==> src/rtl/pipe_mux_buf.sv <==
// N-way operand selector feeding a registered 2-entry skid buffer with valid/ready handshakes.
// Define MUX_SEL_CHECK_EN to flag out-of-range selects (zeroed data, out_err, saturating err_count).
module pipe_mux_buf #(
  parameter int WIDTH  = 32,
  parameter int NUM_IN = 5,
  parameter int SEL_W  = $clog2(NUM_IN)
) (
  input  logic                    clock,
  input  logic                    reset,
  input  logic                    flush,
  input  logic                    in_valid,
  output logic                    in_ready,
  input  logic [SEL_W-1:0]        sel,
  input  logic [NUM_IN*WIDTH-1:0] in_data,
  output logic                    out_valid,
  input  logic                    out_ready,
  output logic [WIDTH-1:0]        out_data,
  output logic [SEL_W-1:0]        out_sel,
  output logic                    out_err,
  output logic [7:0]              err_count
);

  logic [WIDTH-1:0] r_data [2];
  logic [SEL_W-1:0] r_sel  [2];
  logic             r_rdPtr;
  logic             r_wrPtr;
  logic [1:0]       r_count;

  logic             w_accept;
  logic             w_pop;
  logic [WIDTH-1:0] w_selData;

  // Handshake flags come from the registered count only, so out_ready never reaches in_ready.
  assign in_ready  = (r_count != 2'd2);
  assign out_valid = (r_count != 2'd0);
  assign w_accept  = in_valid && in_ready;
  assign w_pop     = out_valid && out_ready;

  // An unmatched select falls through to the default word.
  always_comb begin
`ifdef MUX_SEL_CHECK_EN
    w_selData = '0;
`else
    w_selData = in_data[WIDTH-1:0];
`endif
    for (int k = 0; k < NUM_IN; k++) begin
      if (sel == SEL_W'(k)) begin
        w_selData = in_data[k*WIDTH +: WIDTH];
      end
    end
  end

  always_ff @(posedge clock) begin
    if (reset) begin
      r_count <= 2'd0;
      r_rdPtr <= 1'b0;
      r_wrPtr <= 1'b0;
      for (int i = 0; i < 2; i++) begin
        r_data[i] <= '0;
        r_sel[i]  <= '0;
      end
    end else if (flush) begin
      r_count <= 2'd0;
      r_rdPtr <= 1'b0;
      r_wrPtr <= 1'b0;
    end else begin
      if (w_accept) begin
        r_data[r_wrPtr] <= w_selData;
        r_sel[r_wrPtr]  <= sel;
        r_wrPtr         <= ~r_wrPtr;
      end
      if (w_pop) begin
        r_rdPtr <= ~r_rdPtr;
      end
      case ({w_accept, w_pop})
        2'b10:   r_count <= r_count + 2'd1;
        2'b01:   r_count <= r_count - 2'd1;
        default: r_count <= r_count;
      endcase
    end
  end

  assign out_data = r_data[r_rdPtr];
  assign out_sel  = r_sel[r_rdPtr];

`ifdef MUX_SEL_CHECK_EN
  logic       r_err [2];
  logic [7:0] r_errCount;
  logic       w_selErr;

  assign w_selErr = ({1'b0, sel} >= (SEL_W+1)'(NUM_IN));

  always_ff @(posedge clock) begin
    if (reset) begin
      r_err[0]   <= 1'b0;
      r_err[1]   <= 1'b0;
      r_errCount <= 8'd0;
    end else if (!flush && w_accept) begin
      r_err[r_wrPtr] <= w_selErr;
      if (w_selErr && (r_errCount != 8'hFF)) begin
        r_errCount <= r_errCount + 8'd1;
      end
    end
  end

  assign out_err   = r_err[r_rdPtr];
  assign err_count = r_errCount;
`else
  assign out_err   = 1'b0;
  assign err_count = 8'd0;
`endif

endmodule

==> config.mk <==
export PLATFORM = sky130hd
export DESIGN_NAME = pipe_mux_buf
export DESIGN_NICKNAME = d
export VERILOG_FILES = /design/src/rtl/pipe_mux_buf.sv
export SDC_FILE = /design/constraint.sdc
export NUM_CORES = 1
export LEC_CHECK = 0
export BUFFER_PORTS_ARGS = -buffer_cell sky130_fd_sc_hd__clkbuf_2
export CAP_MARGIN = 0
export CORE_MARGIN = 4
export CORE_UTILIZATION = 51
export CTS_BUF_LIST = sky130_fd_sc_hd__clkbuf_4
export DETAILED_ROUTE_END_ITERATION = 10
export GPL_ROUTABILITY_DRIVEN = 1
export PLACE_DENSITY = 0.89
export SYNTH_ARGS = -nofsm -noshare
export SYNTH_HDL_FRONTEND = slang
export SYNTH_SLANG_ARGS = --single-unit
==> constraint.sdc <==
create_clock -name clock -period 3.2 [get_ports clock]
set_clock_uncertainty 0.05 [all_clocks]
set_input_delay 0.32 -clock clock [delete_from_list [all_inputs] [get_ports clock]]
set_output_delay 0.32 -clock clock [all_outputs]
set_load 0.1 [all_outputs]
==> run summary <==
The run finished with clean final reports. The max-capacitance violation count came out at 0. The number of clock buffers added by TritonCTS is 9. Synthesis produced 495 cells. The final wirelength is 15.1 mm, and the sink count of the clock tree is 75.

Timing would allow up to 392 MHz. The floorplan step defined a die boundary enclosing 12200 um^2. The analysis attributes to cell leakage a power of 2.77 nW. The tools report the post-cts resize count as 0. Setup repair after global routing left no endpoint under its margin.

The slowest stage of the critical path belongs to the cell dfxtp_2. For the number of global-route vias before repair, the log shows 4989. Ranked by instance count, the synthesized netlist is headed by edfxtp_1 (70), a211oi_1 (37), mux2_2 (35), a21oi_1 (34), o21ai_0 (34).

Among all cell types in the netlist, the one instantiated most often is edfxtp_1. Post-CTS timing repair inserted 0 buffers for setup. In this run the remaining antenna-violating nets after routing total 0. Die span in x: 110 um. The run gives 37 as the row count. Yosys mapped the design onto 33 distinct sky130hd cell types.

The total count of hold-check failures in the final report was 0. The count of buffers added on input and output ports is 204. Setup violations remaining at the end of the flow were counted as 0.

The kind of capture point of the worst setup path is an output port. Class of the worst hold path: primary input to flop. The repair_antennas step left the layout with diodes totalling 0. Of all flip-flops after synthesis, the portion carrying an async set or reset was 0%. The tools report the kind of start point of the critical path as a flop. The Yosys step of the flow raised 0 warnings. The routed design could run at a clock period as short as 2.55 ns. In the final layout, the share of cells above drive strength 1 is 46.0%. The transition time of the tightest slew-check pin was 0.972 ns; the maximum clock insertion buffer count was 2. Counting flops with a built-in enable in the synthesized netlist gives 70. For this design, the CTS-stage hold fixing added 0 buffers.

For this design the ratio of total power to cell area is 382 nW/um^2. The logs give 0.816 for the placer congestion estimate and 41.2% for the sequential cell area fraction in the yosys report. The clock network latency to the later pin of the worst-skew pair was 0.39 ns; the overflow left after global routing was 0. The clock tree synthesis step divided the H-tree into 3 levels. The logs give 214 for the I/O pin count and 0 ns for the total negative setup slack. The critical setup path kind is flop to output port.

The main flop type after synthesis is edfxtp_1. The first global-routing pass estimated 22.9 mm of wire. The y dimension of the die was 110 um. TritonCTS built the clock tree.

The number of remaining DRC errors was 0. The final standard cell utilization of the core was 63.2%; the number of search-and-repair iterations in the first detailed-routing pass was 8. Global routing consumed, over all layers together, 24.0% of the routing resources. For the number of DRC markers in iteration 0, the log shows 339. The core region is 10300 um^2. Post-synthesis register bit count: 75. The cell type contributing the most total cell area after synthesis was edfxtp_1. The tools report the max-slew violation count as 0. Entering global routing, the biggest net connects 67 pins. In the final design database the tool counted 840 nets. Of all nets on the critical path, the largest fanout is 35. Data on the critical path arrives at its endpoint at 2.18 ns. The required time at the endpoint of the critical path was 2.83 ns. Once detailed placement completed, the half-perimeter wirelength came to 10.5 mm. A synthesized cell averages 10.8 um^2. For this configuration, the core starts out at a cell density of 51.9%.

The average wire per cell in the routed design was 18.7 um; the normalized max-slew margin was 35.2%. The signal on the critical path passes through mux2_2 -> clkbuf_2. Clock tree synthesis selected as its root buffer the cell clkbuf_4. The run gives 0 as the initial antenna violation count.

The routed layout has 4938 vias. The synthesis-to-finish area growth works out to 21.7%. The fraction of post-synthesis cell area in the top cell type by area was 39.4%. Clock-pin transition on the worst setup and hold timing paths: 0.12 ns.

The worst path uses 79.7% of the clock period. The summed instance area of the synthesized netlist was 5340 um^2; the number of vias per cell was 6.10. The delay of the slowest critical-path stage is 0.95 ns.

By area the synthesized netlist is led by edfxtp_1 (39%), mux2_2 (7.4%), a211oi_2 (6.3%). The run gives 0.214 mV as the largest vdd supply drop.
## logic make-up after synthesis
group	Yosys count	synth area share [%]
AO/OA/AOI/OAI	197	28.5
adder cells (fa/ha/maj)	1	0.234
flip-flops	75	41.2
AND/OR/NAND/NOR	86	9.77
XOR/XNOR	3	0.492
multiplexers	67	13.4
buffers and inverters	65	6.26
other	1	0.0702
## path summary, 6_finish.rpt
| kind | from | to | slack, ns | depth (start not counted) |
|---|---|---|---|---|
| setup / recovery | flop | out_data[31] | 0.65 | 2 |
| hold / removal | in_valid | r_wrPtr$_SDFFE_PP0P_ | 0.25 | 4 |
| setup reg to reg | r_count[1]$_SDFFE_PP0P_ | r_data[1][20]$_SDFFCE_PN0P_ | 1.17 | 4 |
| hold reg to reg | r_wrPtr$_SDFFE_PP0P_ | r_wrPtr$_SDFFE_PP0P_ | 0.48 | 2 |
## state kept, by name, summed over array words and instances, names as in the netlist, named ones only
signal   flops
r_data      64
r_wrPtr      1
r_sel        6
r_rdPtr      1
r_count      2
## where the power goes
part           total [mW]  internal, mW  switching [mW]  leakage, nW
clock network       0.538         0.235           0.304       0.0695
logic               0.803         0.239           0.564         1.93
registers            1.14          1.12          0.0181        0.769
## routing by layer
| metal | share of wire [%] | GRT usage (%) |
|---|---|---|
| met1 | 37 | 27.9 |
| met2 | 52 | 43.6 |
| met3 | 8.0 | 3.55 |
| met4 | 2.3 | 10.4 |
| met5 | 0 | 0 |
## critical path: cells and delay by family, from the launching register on
| kind | cells | cell delay [ns] |
|---|---|---|
| multiplexers | 1 | 0.42 |
| flip-flops | 1 | 0.95 |
| buffers and inverters | 1 | 0.38 |
## area by class of cell
| cell class | count | area [um^2] |
|---|---|---|
| inverter | 5 | 18.8 |
| clock buffer | 10 | 75.1 |
| tap | 136 | 170 |
| timing repair buffer | 217 | 1130 |
| clock inverter | 4 | 43.8 |
| sequential | 75 | 2200 |
| multi-input combinational | 363 | 2850 |
| fill | 857 | 3780 |
## stage by stage
stage	setup WS (ns)	hold WS (ns)	area (um^2)	cells	power, mW
5_1_grt	0.558	0.261	6500	810	2.59
4_1_cts	0.621	0.220	6500	810	2.50
2_1_floorplan	0.318	0.421	5370	503	1.76
3_3_place_gp	1.04	0.436	6380	796	1.94
3_5_place_dp	0.940	0.458	6380	796	1.96
6_report	0.649	0.253	6500	810	2.48
## layout by cell type, fill, tap and decap left out, types with 5 or more instances in the layout
cell / count
a211o_1: 32
a211oi_1: 37
a211oi_2: 27
a21oi_1: 34
a22o_1: 32
buf_4: 13
clkbuf_2: 202
clkbuf_4: 10
conb_1: 9
edfxtp_1: 70
inv_1: 5
mux2_2: 35
mux2i_1: 32
nand2_1: 33
nor2_1: 10
o21ai_0: 34
or3b_1: 21
or3b_2: 11
Power figures use the tool's default switching activity.
